### src/rtl/seq_control_fsm.sv
// Multi-cycle MiniMicro instruction sequencer: fetch, decode, then step the
// ALU / register file / data memory through EXEC, MEM and WB one instruction at a time.
module seq_control_fsm #(
    parameter int word_size   = 32,
    parameter int opcode_size = 5,
    parameter int addr_chunk  = 9,
    parameter int pc_size     = 8
) (
    input  logic                   clk,
    input  logic                   rst,
    output logic                   imem_req,
    output logic [pc_size-1:0]     imem_addr,
    input  logic                   imem_ready,
    input  logic [word_size-1:0]   imem_rdata,
    output logic [addr_chunk-1:0]  rf_raddr1,
    output logic [addr_chunk-1:0]  rf_raddr2,
    input  logic [word_size-1:0]   rf_rdata1,
    output logic [addr_chunk-1:0]  rf_waddr,
    output logic                   rf_we,
    output logic [1:0]             wb_sel,
    output logic [word_size-1:0]   imm,
    output logic [opcode_size-1:0] alu_op,
    input  logic [3:0]             alu_flags,
    output logic [3:0]             flags,
    output logic                   dmem_req,
    output logic                   dmem_we,
    output logic [addr_chunk-1:0]  dmem_addr,
    output logic [word_size-1:0]   dmem_wdata,
    input  logic                   dmem_ready,
    output logic                   halted,
    output logic                   illegal
);

    typedef enum logic [2:0] {
        S_FETCH, S_DECODE, S_EXEC, S_MEM, S_WB, S_HALT
    } state_t;

    localparam logic [opcode_size-1:0] OP_NOP    = 5'd0;
    localparam logic [opcode_size-1:0] OP_ALU_LO = 5'd1;
    localparam logic [opcode_size-1:0] OP_ALU_HI = 5'd17;
    localparam logic [opcode_size-1:0] OP_CMP    = 5'd18;
    localparam logic [opcode_size-1:0] OP_LOAD   = 5'd19;
    localparam logic [opcode_size-1:0] OP_STORE  = 5'd20;
    localparam logic [opcode_size-1:0] OP_MOV    = 5'd21;
    localparam logic [opcode_size-1:0] OP_J      = 5'd22;
    localparam logic [opcode_size-1:0] OP_BEQ    = 5'd23;
    localparam logic [opcode_size-1:0] OP_HLT    = 5'd24;

    state_t                   state, state_next;
    logic                     run;
    logic [pc_size-1:0]       pc, pc_next;
    logic [word_size-1:0]     instr, instr_next;
    logic [3:0]               flags_next;

    logic [opcode_size-1:0]   opcode;
    logic [addr_chunk-1:0]    dest, src1, src2;

    assign opcode    = instr[31:27];
    assign dest      = instr[26:18];
    assign src1      = instr[17:9];
    assign src2      = instr[8:0];
    assign imm       = {{(word_size-18){1'b0}}, instr[17:0]};
    assign imem_addr = pc;

    // run holds off the first fetch request until one edge after reset release.
    always_ff @(posedge clk or negedge rst) begin
        if (!rst) begin
            state <= S_FETCH;
            run   <= 1'b0;
            pc    <= '0;
            instr <= '0;
            flags <= '0;
        end else begin
            // NOTE: non-blocking so every register samples pre-edge values together.
            state <= state_next;
            run   <= 1'b1;
            pc    <= pc_next;
            instr <= instr_next;
            flags <= flags_next;
        end
    end

    always_comb begin
        // NOTE: every output and next-state value gets a default first, so no path infers a latch.
        state_next = state;
        pc_next    = pc;
        instr_next = instr;
        flags_next = flags;
        imem_req   = 1'b0;
        rf_raddr1  = '0;
        rf_raddr2  = '0;
        rf_waddr   = '0;
        rf_we      = 1'b0;
        wb_sel     = 2'd0;
        alu_op     = '0;
        dmem_req   = 1'b0;
        dmem_we    = 1'b0;
        dmem_addr  = '0;
        dmem_wdata = '0;
        halted     = 1'b0;
        illegal    = 1'b0;

        case (state)
            S_FETCH: begin
                if (run) begin
                    imem_req = 1'b1;
                    if (imem_ready) begin
                        instr_next = imem_rdata;
                        pc_next    = pc + 1'b1;
                        state_next = S_DECODE;
                    end
                end
            end
            S_DECODE: begin
                rf_raddr1 = src1;
                rf_raddr2 = src2;
                if (opcode == OP_NOP) begin
                    state_next = S_FETCH;
                end else if (opcode > OP_HLT) begin
                    illegal    = 1'b1;
                    state_next = S_FETCH;
                end else if (opcode == OP_J) begin
                    pc_next    = instr[pc_size-1:0];
                    state_next = S_FETCH;
                end else if (opcode == OP_BEQ) begin
                    if (flags[2]) pc_next = instr[pc_size-1:0];
                    state_next = S_FETCH;
                end else if (opcode == OP_HLT) begin
                    state_next = S_HALT;
                end else begin
                    state_next = S_EXEC;
                end
            end
            S_EXEC: begin
                rf_raddr1 = src1;
                rf_raddr2 = src2;
                rf_waddr  = dest;
                if (opcode >= OP_ALU_LO && opcode <= OP_ALU_HI) begin
                    alu_op     = opcode;
                    flags_next = alu_flags;
                    rf_we      = 1'b1;
                    state_next = S_FETCH;
                end else if (opcode == OP_CMP) begin
                    alu_op     = OP_CMP;
                    flags_next = alu_flags;
                    state_next = S_FETCH;
                end else if (opcode == OP_MOV) begin
                    rf_we      = 1'b1;
                    wb_sel     = 2'd2;
                    state_next = S_FETCH;
                end else begin
                    state_next = S_MEM;
                end
            end
            S_MEM: begin
                rf_raddr1  = src1;
                rf_raddr2  = src2;
                dmem_req   = 1'b1;
                dmem_we    = (opcode == OP_STORE);
                dmem_addr  = (opcode == OP_STORE) ? dest : src1;
                dmem_wdata = rf_rdata1;
                if (dmem_ready) state_next = (opcode == OP_LOAD) ? S_WB : S_FETCH;
            end
            S_WB: begin
                rf_we      = 1'b1;
                wb_sel     = 2'd1;
                rf_waddr   = dest;
                state_next = S_FETCH;
            end
            S_HALT: begin
                halted = 1'b1;
            end
            default: state_next = S_FETCH;
        endcase
    end

endmodule

### config.mk
export PLATFORM = sky130hd
export DESIGN_NAME = seq_control_fsm
export DESIGN_NICKNAME = d
export VERILOG_FILES = /design/src/rtl/seq_control_fsm.sv
export SDC_FILE = /design/constraint.sdc
export NUM_CORES = 1
export LEC_CHECK = 0
export ABC_CLOCK_PERIOD_IN_PS = 4360
export BUFFER_PORTS_ARGS = -buffer_cell sky130_fd_sc_hd__buf_4
export CAP_MARGIN = 10
export CORE_ASPECT_RATIO = 0.75
export CORE_MARGIN = 2
export CORE_UTILIZATION = 47
export DETAILED_ROUTE_END_ITERATION = 7
export PLACE_DENSITY = 0.86
export SYNTH_ARGS = -nofsm -noshare
export SYNTH_HDL_FRONTEND = slang
export SYNTH_SLANG_ARGS = --single-unit
### constraint.sdc
create_clock -name clk -period 4.36 [get_ports clk]
set_input_delay 1.308 -clock clk [delete_from_list [all_inputs] [get_ports clk]]
set_output_delay 1.308 -clock clk [all_outputs]
set_load 0.005 [all_outputs]
Yosys cells after proc, flatten, opt, wreduce, memory -nomap -nowiden --
Cells that the tools add are included.
Operators by class: add/sub/neg operators 1, $lt $le $gt $ge 3, eq/ne operators 19, muxes and demuxes 48, bitwise operators 1, reduce and logical (&&, ||, !) cells 11
Operators by type and width (count):
- $mux W8 | 7
- $mux W9 | 5
- $eq A5 B5 Y1 const B | 7
- $mux W32 | 1
- $mux W3 | 9
- $pmux W8 S2 | 1
- $mux W5 | 3
- $pmux W3 S5 | 1
- $mux W2 | 6
- $mux W1 | 11
- $ne A2 B2 Y1 const B | 5
- $add A8 B1 Y8 const B | 1
- $mux W4 | 2
- $reduce_and A7 Y1 | 1
- $eq A3 B2 Y1 const B | 2
- $eq A3 B3 Y1 const B | 2
- $ne A3 B3 Y1 const B | 2
- $ge A5 B1 Y1 const B | 1
- $gt A5 B5 Y1 const B | 1
- $le A5 B5 Y1 const B | 1
- $logic_not A5 Y1 | 1
- $pmux W2 S2 | 1
- $reduce_and A4 Y1 | 1
- $reduce_bool A2 Y1 | 2
- 9 further kinds | 9
Word-level totals: register bits 48, input bits 72, output and inout bits 125, logic and storage cells 88

Logic depth before layout (Yosys ltp) --
Gate-level depths: netlist of the first run.
word-level depth 7, mapped depth 7, depth with buffers taken out 6

Worst setup path before layout of the first run --
No wires, ideal clock.
kind input port to output port, from input port rf_rdata1[0], to output port dmem_wdata[0], arrival time 1.433 ns, path slack 1.619 ns, stages 1, path buffers 0, path through and2_1
Between the ends: longest elaborated chain between the ends 1
RTL lines:
- start, declared | RTL line 17 | input logic [word_size-1:0] rf_rdata1,
- $mux W32 | RTL line 103 | case (state)
- end, declared | RTL line 28 | output logic [word_size-1:0] dmem_wdata,
Every way passes these cells.

Worst setup path after layout of the first run --
from register state[1], to output port dmem_wdata[10]
Between the ends: longest elaborated chain between the ends 2
RTL lines:
- start, declared | RTL line 49 | state_t state, state_next;
- start signal, assigned | RTL line 75 | state <= state_next;
- $eq A3 B2 Y1 | RTL line 103
- $mux W32 | RTL line 103
Every way passes these cells.

==> results of run 1 <==
-- registers in the layout, indices dropped and copies added (netlist names) --
signal	count
run	1
instr	32
imem_addr	8
state	3
flags	4
-- layout make-up --
| type | count | share of cell area (%) |
|---|---|---|
| inverters | 5 | 0.415 |
| clock buffers | 5 | 1.52 |
| well taps | 84 | 2.32 |
| flip-flops and latches | 48 | 26.6 |
| repair buffers | 185 | 30.7 |
| multi-input cells | 312 | 37.4 |
| clock inverters | 3 | 1.05 |
-- cell families after synthesis --
group	synth area share (%)
AND/OR/NAND/NOR	36.6
other	0.234
XOR/XNOR	0.273
adder cells (fa/ha/maj)	0.390
flip-flops	37.4
AO/OA/AOI/OAI	8.66
multiplexers	4.84
buffers and inverters	11.6
-- metal layers --
layer,vias up,GRT usage [%],share of wire [%]
li1,1593,-,-
met1,1595,35.1,41
met2,166,43.8,50
met3,13,5.23,7.1
met4,0,8.22,1.5
met5,-,0,0
-- power breakdown --
| group | total [W] | switching (W) | leakage (nW) | internal, W |
|---|---|---|---|---|
| clock | 0.000341 | 0.000168 | 0.0583 | 0.000173 |
| sequential | 0.000962 | 0.000310 | 0.588 | 0.000652 |
| combinational | 0.00139 | 0.000657 | 1.77 | 0.000735 |
-- stage by stage --
step           cell area, µm²  worst slack [ps]  total power [W]  hold WS [ps]  cells
3_3_place_gp             4400              1250          0.00228           483    634
3_5_place_dp             4400              1120          0.00235           489    634
4_1_cts                  4520               765          0.00269           513    642
2_1_floorplan            3260              1620          0.00174           459    420
5_1_grt                  4520               544          0.00291           532    642
6_report                 4520               768          0.00270           512    642
-- cell usage in the layout, fill, tap and decap left out, drive strengths merged, types with 2 or more instances in the layout --
cell,instances
buf,185
nand2,111
and2,64
dfrtp,48
nor2,23
conb,15
o21ai,13
mux2i,11
a21oi,11
nand3,8
inv,5
and3,5
clkbuf,5
mux2,4
nor4,4
nor3,4
or3,3
a31oi,3
o221ai,3
or2,2
a211oi,2
and4b,2
a22oi,2
clkinv,2
o31ai,2
nor3b,2
-- critical path, stage by stage (launching register included) --
cell     delay [ps]
dfrtp_1         530
nand2_1         160
or2_2           410
inv_1           530
and2_1          230
buf_4           110
-- worst min path at each step --
stage / start / to / slack, ps
detailed placement: instr[20] / instr[20] / 490
floorplan: instr[18] / instr[18] / 460
global placement: instr[20] / instr[20] / 480
finish: instr[23] / instr[23] / 510
CTS: instr[20] / instr[20] / 510
global route: flags[0] / flags[0] / 530
==> run summary, run 1 <==
===============================================================================================
Status                                                                             finished, final reports clean
Number of vias in the routed layout                                                        3367
Post_cts resized                                                                              0
Clock tree from TritonCTS                                                                  done
Crit start category                                                                    register
Area of the core                                                                       6700 µm²
Number of design rule violations left after detail routing                                    0
Wire length of the first global-routing pass                                           15300 µm
Count of synthesis-stage warnings from yosys                                                  0
CTS Hold Buffers Added                                                                        0
Yosys top cell area share                                                                 37.4%
Worst-case register-to-register setup slack                                             1870 ps
Path category of the worst min-delay check                                           reg -> reg
Register area share after synthesis                                                       37.4%
Residual overflow from global routing                                                         0
Ant. Diodes                                                                                   0
Minimum clock period after layout                                                       3590 ps
Multi-input logic area                                                                 1690 µm²
Max Cap Viol                                                                                  0
Area Growth Syn to Fin                                                                    40.9%
Number of fillers in the final layout                                                       564
Leading cell types by total area after synthesis                                   dfrtp_1 (37%), nand2_1 (13%), and2_1 (12%)
End-of-flow core utilization                                                              67.5%
Total of flip-flops plus latches after synthesis                                             48
Measured slew at the worst slew-check pin                                                946 ps
Post-route clock skew                                                                   9.54 ps
Die footprint                                                                          7510 µm²
Number of buffers inserted by port buffering                                                182
Placer Congestion                                                                         0.881
Avg Cell Area, Syn                                                                     7.88 µm²
Number of cells on the worst hold path                                                        2
Final routed wirelength across all metal layers                                        10600 µm
Initial standard-cell utilization of the core                                             47.9%
Latest clock arrival within the worst-skew pair                                          320 ps
Flip-flop and latch area                                                               1200 µm²
Synthesized instance count                                                                  407
Max Freq                                                                              0.278 GHz
Number of antenna violations at the first check in global routing                             0
Post-synth ARST share                                                                      100%
Library cell with the highest instance count after synthesis                            nand2_1
Pleak                                                                                   2.42 nW
Reg2reg path depth                                                                            4
Max Root-Sink Buffers                                                                         2
Number of H-tree branching levels                                                             2
Total Nets Final                                                                            630
Post-route clock period utilization                                                       82.4%
Start point of the critical path                                                       state[1]
Worst Path Max Fanout                                                                        34
WL/cell                                                                                 16.4 µm
Total negative slack for setup checks                                                      0 ps
Number of ports placed on the die boundary                                                  197
ANT nets after route                                                                          0
Crit path to                                                                       dmem_wdata[10]
Worst EP arrival                                                                        2280 ps
RSZ-0062 raised after global routing                                                         no
Final number of max-transition violations                                                     0
Type of the setup path with the least slack                                          reg -> out
Beginning of the worst register-to-register path                                       state[2]
Areal power density over the cells                                                   596 nW/µm²
Buffer type at the clock tree root                                                     clkbuf_8
Largest net degree at the start of global routing                                            49
Setup fix buffers added after clock tree synthesis                                            0
Clock buffer count from CTS                                                                   5
Setup violators final                                                                         0
Iteration-0 DRC Markers                                                                     234
Global-route total usage across every layer                                               26.2%
Count of flip-flops with a built-in enable after synthesis                                    0
Final Hold Fails                                                                              0
Count of unique library cells instantiated by Yosys                                          50
Routed via count divided by cell count                                                     5.24
FP Rows                                                                                      26
Most instantiated cells after synthesis                                            nand2_1 (111), and2_1 (64), dfrtp_1 (48)
Synthesized area                                                                       3210 µm²
Layout cell share with drive strength beyond 1                                            36.6%
Clock input transition at the sequential cells of the worst setup and hold paths          90 ps
Die extent in y                                                                         75.6 µm
Largest area contributor in the synthesized netlist                                     dfrtp_1
Clock net sink count                                                                         48
Ys flop type                                                                            dfrtp_1
End of the worst register-to-register path                                         imem_addr[5]
Drt first pass iters                                                                          5
Die W                                                                                   99.4 µm
Nature of the critical path endpoint                                                 output pin
Detailed placement HPWL                                                                 8120 µm
Via count of the first global-routing pass                                                 2989
Max VDD drop                                                                             323 µV
Relative slew margins                                                                     36.9%
Crit path required time                                                                 3050 ps
===============================================================================================
No activity file was read; power rests on OpenSTA's default activity.
==> run 2: changes to the inputs <==
- ABC_CLOCK_PERIOD_IN_PS: 4360 -> 3300
- CORE_UTILIZATION: 47 -> 40
- PLACE_DENSITY: 0.86 -> 0.78
- clock period: 4.36 -> 3.3 ns (I/O delays scaled with it)
==> run 2 against run 1 <==
  * Final cell count rose by 3.9%
  * Critical path depth did not move
  * Worst setup slack got worse by 570 ps
  * Flip-flop and latch count did not move
  * Non-clock buffer count rose by 4
  * Critical endpoint is now dmem_wdata[27]
  * First-iteration DRC count fell by 25%
==> run summary, run 2 (same netlist as run 1, synthesis figures left out) <==
===============================================================================================
Die W                                                                                    107 µm   was 99.4 µm
Number of buffers inserted by port buffering                                                182   unchanged
Setup violators final                                                                         0   unchanged
Areal power density over the cells                                                   775 nW/µm²   was 596 nW/µm²
Final Hold Fails                                                                              0   unchanged
Max Root-Sink Buffers                                                                         2   unchanged
FP Rows                                                                                      28   was 26
Initial standard-cell utilization of the core                                             40.9%   was 47.9%
Register name with the most flops                                                         instr   unchanged
Minimum hold slack                                                                       509 ps   was 512 ps
Total negative slack for setup checks                                                      0 ps   unchanged
Setup Slack @ Placement                                                                  401 ps   was 1120 ps
Drt first pass iters                                                                          4   was 5
Iteration-0 DRC Markers                                                                     175   was 234
Relative slew margins                                                                     52.0%   was 36.9%
Max Freq                                                                              0.323 GHz
ANT nets after route                                                                          0   unchanged
Cell with the biggest individual delay on the critical path                             dfrtp_1   unchanged
Area Growth Syn to Fin                                                                    42.8%   was 40.9%
Type of the setup path with the least slack                                          reg -> out   unchanged
Latest clock arrival within the worst-skew pair                                          310 ps   was 320 ps
Commonest cells after routing, fill and taps aside                                 buf_4 (189), nand2_1 (111), and2_1 (64)   was buf_4 (185), nand2_1 (111), and2_1 (64)
Minimum clock period after layout                                                       3100 ps
Worst Path Max Fanout                                                                        34   unchanged
Clock net sink count                                                                         48   unchanged
Most frequent standard cell in the layout excluding fill and tap cells                    buf_4   unchanged
Delay-heaviest family, CP                                                          simple AND/OR/NAND/NOR gates   unchanged
Number of H-tree branching levels                                                             2   unchanged
Placer Congestion                                                                         0.859   was 0.881
Via count of the first global-routing pass                                                 3004   was 2989
Die footprint                                                                          8760 µm²   was 7510 µm²
Final routed wirelength across all metal layers                                        10400 µm   was 10600 µm
Status                                                                             finished, final reports clean   unchanged
Post-route clock period utilization                                                       93.9%
Clock buffer count from CTS                                                                   5   unchanged
Delay contributed by the slowest stage of the critical path                              500 ps   was 530 ps
Number of ports placed on the die boundary                                                  197   unchanged
Pleak                                                                                   2.43 nW   was 2.42 nW
Clock input transition at the sequential cells of the worst setup and hold paths         100 ps   was 90 ps
Measured slew at the worst slew-check pin                                                715 ps   was 946 ps
Path category of the worst min-delay check                                           reg -> reg   unchanged
Layout cell share with drive strength beyond 1                                            37.2%   was 36.6%
Cell area after placement                                                              4460 µm²   was 4400 µm²
Cell area after layout                                                                 4580 µm²   was 4520 µm²
Global-route total usage across every layer                                               21.9%   was 26.2%
Number of fillers in the final layout                                                       721   was 564
Flip-flop count of the largest register, all copies and words added                          32   unchanged
Nature of the critical path endpoint                                                 output pin   unchanged
Post-route setup slack                                                                   200 ps   was 768 ps
Area of the core                                                                       7850 µm²   was 6700 µm²
Max VDD drop                                                                             368 µV   was 323 µV
Die extent in y                                                                         81.6 µm   was 75.6 µm
Worst path bufs/invs                                                                          2   unchanged
Max Cap Viol                                                                                  0   unchanged
Detailed placement HPWL                                                                 8070 µm   was 8120 µm
Total Nets Final                                                                            634   was 630
Number of design rule violations left after detail routing                                    0   unchanged
RSZ-0062 raised after global routing                                                         no   unchanged
Number of antenna violations at the first check in global routing                             0   unchanged
Crit path required time                                                                 2310 ps   was 3050 ps
End-of-flow core utilization                                                              58.4%   was 67.5%
Clock tree from TritonCTS                                                                  done   unchanged
Number of vias in the routed layout                                                        3322   was 3367
Residual overflow from global routing                                                         0   unchanged
Wire length of the first global-routing pass                                           14900 µm   was 15300 µm
Largest net degree at the start of global routing                                            49   unchanged
Ant. Diodes                                                                                   0   unchanged
CTS Hold Buffers Added                                                                        0   unchanged
Final number of max-transition violations                                                     0   unchanged
Routed via count divided by cell count                                                     4.98   was 5.24
Buffer type at the clock tree root                                                     clkbuf_8   unchanged
Worst EP arrival                                                                        2110 ps   was 2280 ps
Crit start category                                                                    register   unchanged
Post-route clock skew                                                                   9.68 ps   was 9.54 ps
Cells along the critical path                                                      nand2_1 > or2_2 > clkinvlp_4 > and2_1 > buf_4   was nand2_1 > or2_2 > inv_1 > and2_1 > buf_4
WL/cell                                                                                 15.5 µm   was 16.4 µm
===============================================================================================
[run 2: changes by cell type in the layout (fill, tap and decap cells not counted)]
cell and delta:
clkinvlp_4 +1, buf_4 +4, inv_1 -1
[run 2: cell type report]
class	instances	area (µm²)	share of cell area, %
sequential	48	1200	26.2
clock inverter	3	47.5	1.04
clock buffer	5	68.8	1.50
multi-input combinational	312	1690	36.9
timing repair buffer	189	1420	31.0
inverter	5	22.5	0.492
tap	105	131	2.87
[run 2: path summary, 6_finish.rpt]
check,slack (ps),from,end,depth (start not counted)
worst min-delay path,510,instr[24],instr[24],2
min in group asynchronous,690,rst,instr[10],1
worst min register to register,510,instr[24],instr[24],2
worst max register to register,1140,state[2],imem_addr[2],5
max in group asynchronous,2180,rst,instr[17],1
worst max-delay path,200,state[1],dmem_wdata[27],5
[run 2: power by group]
part | internal [W] | switching, W | leakage [nW] | total (W)
Sequential | 0.000862 | 0.000393 | 0.588 | 0.00126
Clock | 0.000229 | 0.000215 | 0.0583 | 0.000443
Combinational | 0.000994 | 0.000856 | 1.78 | 0.00185
[run 2: worst min-delay path: cells and delay by family (launching register included)]
kind / cells / cell delay [ps]
DFF: 1 / 380
and+or+nand+nor: 2 / 100
[run 2: metal layers]
| metal | GRT usage [%] | routed length, µm | up-vias |
|---|---|---|---|
| met5 | 0 | 0 | - |
| met4 | 7.31 | 274 | 0 |
| met3 | 3.73 | 699 | 20 |
| met2 | 39.9 | 5180 | 134 |
| met1 | 26.7 | 4200 | 1567 |
| li1 | - | - | 1601 |
[run 2: per-stage QoR]
stage | std cells | total power, W
final | 667 | 0.00355
after global routing | 667 | 0.00384
after CTS | 667 | 0.00357
after detailed placement | 659 | 0.00312
after global placement | 659 | 0.00305
after floorplan | 420 | 0.00230
[run 2: repair_timing]
action,in CTS,in global routing
buffers inserted,0,0
endpoints found under the setup margin,0,34
gates resized for setup,0,1
==> run 3: changes to the inputs <==
- BUFFER_PORTS_ARGS: -buffer_cell sky130_fd_sc_hd__buf_4 -> default
- CORE_UTILIZATION: 40 -> 50
- DONT_BUFFER_PORTS: default -> 1
- PLACE_DENSITY: 0.78 -> 0.68
==> run 3 against run 2 <==
  * Maximum frequency grew 5.6%
  * Routed wire length shrank 14%
  * Sequential share of layout area grew 11 points
  * Flip-flop and latch count is the same
  * Register-to-register slack gained 30 ps
  * Via count shrank 20%
  * Count of clock-buffer cells in the layout is the same
  * Worst setup slack gained 170 ps
  * Design area shrank 30%
  * Global-route usage grew 1.8 points
  * Combinational power shrank 38%
==> run summary, run 3 (same netlist as run 1, synthesis figures left out) <==
===============================================================================================
ANT nets after route                                                                          0   unchanged
Clock net sink count                                                                         48   unchanged
RSZ-0062 raised after global routing                                                         no   unchanged
FP Rows                                                                                      25   was 28
Flip-flop and latch area                                                               1200 µm²   unchanged
Via count of the first global-routing pass                                                 2308   was 3004
WL/cell                                                                                 19.2 µm   was 15.5 µm
Die W                                                                                   96.5 µm   was 107 µm
Number of design rule violations left after detail routing                                    0   unchanged
Worst-case register-to-register setup slack                                             1170 ps   was 1140 ps
CTS Hold Buffers Added                                                                        0   unchanged
Max Cap Viol                                                                                  0   unchanged
Worst EP arrival                                                                        1950 ps   was 2110 ps
Clock tree from TritonCTS                                                                  done   unchanged
Placer Congestion                                                                         0.821   was 0.859
Post-route clock skew                                                                   5.00 ps   was 9.68 ps
Latest clock arrival within the worst-skew pair                                          310 ps   about the same
Global-route total usage across every layer                                               23.7%   was 21.9%
Die extent in y                                                                         73.4 µm   was 81.6 µm
Max VDD drop                                                                             488 µV   was 368 µV
Worst path bufs/invs                                                                          0   was 2
Routing usage on met3                                                                     4.72%   was 3.73%
Flip-flop count of the largest register, all copies and words added                          32   unchanged
Clock buffer count from CTS                                                                   5   unchanged
Setup fix buffers added after clock tree synthesis                                            0   unchanged
Iteration-0 DRC Markers                                                                     197   was 175
Minimum clock period after layout                                                       2940 ps   was 3100 ps
Multi-input logic area                                                                 1690 µm²   unchanged
Initial standard-cell utilization of the core                                             51.3%   was 40.9%
Type of the setup path with the least slack                                          reg -> out   unchanged
Relative slew margins                                                                     57.0%   was 52.0%
Delay-heaviest family, CP                                                          simple AND/OR/NAND/NOR gates   unchanged
Drt first pass iters                                                                          4   unchanged
Clock input transition at the sequential cells of the worst setup and hold paths         100 ps   about the same
Commonest cells after routing, fill and taps aside                                 nand2_1 (111), and2_1 (64), dfrtp_1 (48)   was buf_4 (189), nand2_1 (111), and2_1 (64)
Area Growth Syn to Fin                                                                  -0.663%   was 42.8%
Setup violators final                                                                         0   unchanged
Post-route clock period utilization                                                       88.9%   was 93.9%
Final number of max-transition violations                                                     0   unchanged
Total Nets Final                                                                            452   was 634
Number of H-tree branching levels                                                             2   unchanged
Largest net degree at the start of global routing                                            49   unchanged
End-of-flow core utilization                                                              50.9%   was 58.4%
Final routed wirelength across all metal layers                                         8880 µm   was 10400 µm
Areal power density over the cells                                                   910 nW/µm²   was 775 nW/µm²
Total negative slack for setup checks                                                      0 ps   unchanged
Worst Path Max Fanout                                                                        14   was 34
Max Freq                                                                              0.341 GHz   was 0.323 GHz
Cells along the critical path                                                      or2_2 > nor4_1 > nor2_1 > a21o_1   was nand2_1 > or2_2 > clkinvlp_4 > and2_1 > buf_4
Number of vias in the routed layout                                                        2650   was 3322
Nature of the critical path endpoint                                                 output pin   unchanged
Number of buffers inserted by port buffering                                                  0   was 182
Residual overflow from global routing                                                         0   unchanged
Path category of the worst min-delay check                                          in -> async   was reg -> reg
Pleak                                                                                   1.50 nW   was 2.43 nW
Wire length of the first global-routing pass                                           12400 µm   was 14900 µm
Met1 usage                                                                                31.1%   was 26.7%
Beginning of the worst register-to-register path                                       state[2]   unchanged
Die footprint                                                                          7080 µm²   was 8760 µm²
Number of fillers in the final layout                                                       618   was 721
Status                                                                             finished, final reports clean   unchanged
Area of the core                                                                       6260 µm²   was 7850 µm²
End of the worst register-to-register path                                         imem_addr[5]   was imem_addr[2]
Reg2reg path depth                                                                            4   was 5
Detailed placement HPWL                                                                 6710 µm   was 8070 µm
Most crowded layer after global routing                                                    met2   unchanged
Crit start category                                                                    register   unchanged
Delay contributed by the slowest stage of the critical path                              540 ps   was 500 ps
Cell with the biggest individual delay on the critical path                             dfrtp_1   unchanged
Measured slew at the worst slew-check pin                                                641 ps   was 715 ps
Number of ports placed on the die boundary                                                  197   unchanged
Buffer type at the clock tree root                                                     clkbuf_8   unchanged
Crit path required time                                                                 2310 ps   about the same
Register name with the most flops                                                         instr   unchanged
Final Hold Fails                                                                              0   unchanged
Global routing met2 resource utilization                                                  39.7%   was 39.9%
Routed via count divided by cell count                                                     5.74   was 4.98
Number of antenna violations at the first check in global routing                             0   unchanged
Layout cell share with drive strength beyond 1                                            7.11%   was 37.2%
Most frequent standard cell in the layout excluding fill and tap cells                  nand2_1   was buf_4
Max Root-Sink Buffers                                                                         2   unchanged
===============================================================================================
==> run 3: cell types whose count changed in the layout (fill, tap and decap cells not counted) <==
cell,change
buf_4,-182
diode_2,+1
==> run 3: final cells by class <==
type | instances | area share, %
tap | 81 | 3.18
timing repair buffer | 7 | 1.65
multi-input combinational | 312 | 53.0
sequential | 48 | 37.7
clock inverter | 3 | 1.49
antenna | 1 | 0.0785
clock buffer | 5 | 2.16
inverter | 5 | 0.707
==> run 3: worst register-to-register path, cell delays in order, from the launching register on <==
cell     delay (ps)
dfrtp_1         510
nor3_2          350
nand3_2         390
a32o_1          410
a221o_1         350
==> run 3: worst max path at each step <==
stage / from / end / slack (ps) / cells after the start
floorplan: instr[28] / dmem_addr[0] / 930 / 5
global placement: state[1] / dmem_wdata[3] / 630 / 4
detailed placement: state[1] / dmem_wdata[29] / 520 / 4
CTS: state[1] / dmem_wdata[29] / 170 / 4
global route: state[1] / dmem_wdata[22] / 130 / 4
finish: instr[30] / rf_we / 360 / 4
==> run 3: per-stage QoR <==
step                      hold slack (ps)  power [W]  worst slack [ps]  instance area [µm²]  cells
after floorplan                       459    0.00230               930                 3260    420
after global placement                477    0.00241               633                 3060    453
after detailed placement              484    0.00246               524                 3060    453
after CTS                             352    0.00291               168                 3180    461
after global routing                  341    0.00315               132                 3180    461
final                                 360    0.00290               365                 3190    462
==> run 3: repair_timing <==
item,in CTS,in global routing
setup endpoints to repair,0,33
endpoints found under the hold margin,0,0
gates resized for setup,0,1
==> run 3: metal layers <==
layer / part of all wire, % / wire (µm)
met3: 8.0 / 709
met2: 50 / 4440
met5: 0 / 0
met4: 1.3 / 112
met1: 41 / 3620
==> run 3: power by group <==
group / internal (W) / total, W / switching [W] / leakage (nW)
Combinational: 0.000485 / 0.00115 / 0.000668 / 0.858
Clock: 0.000229 / 0.000449 / 0.000220 / 0.0583
Sequential: 0.000862 / 0.00130 / 0.000436 / 0.588
Total: 0.00158 / 0.00290 / 0.00132 / 1.50
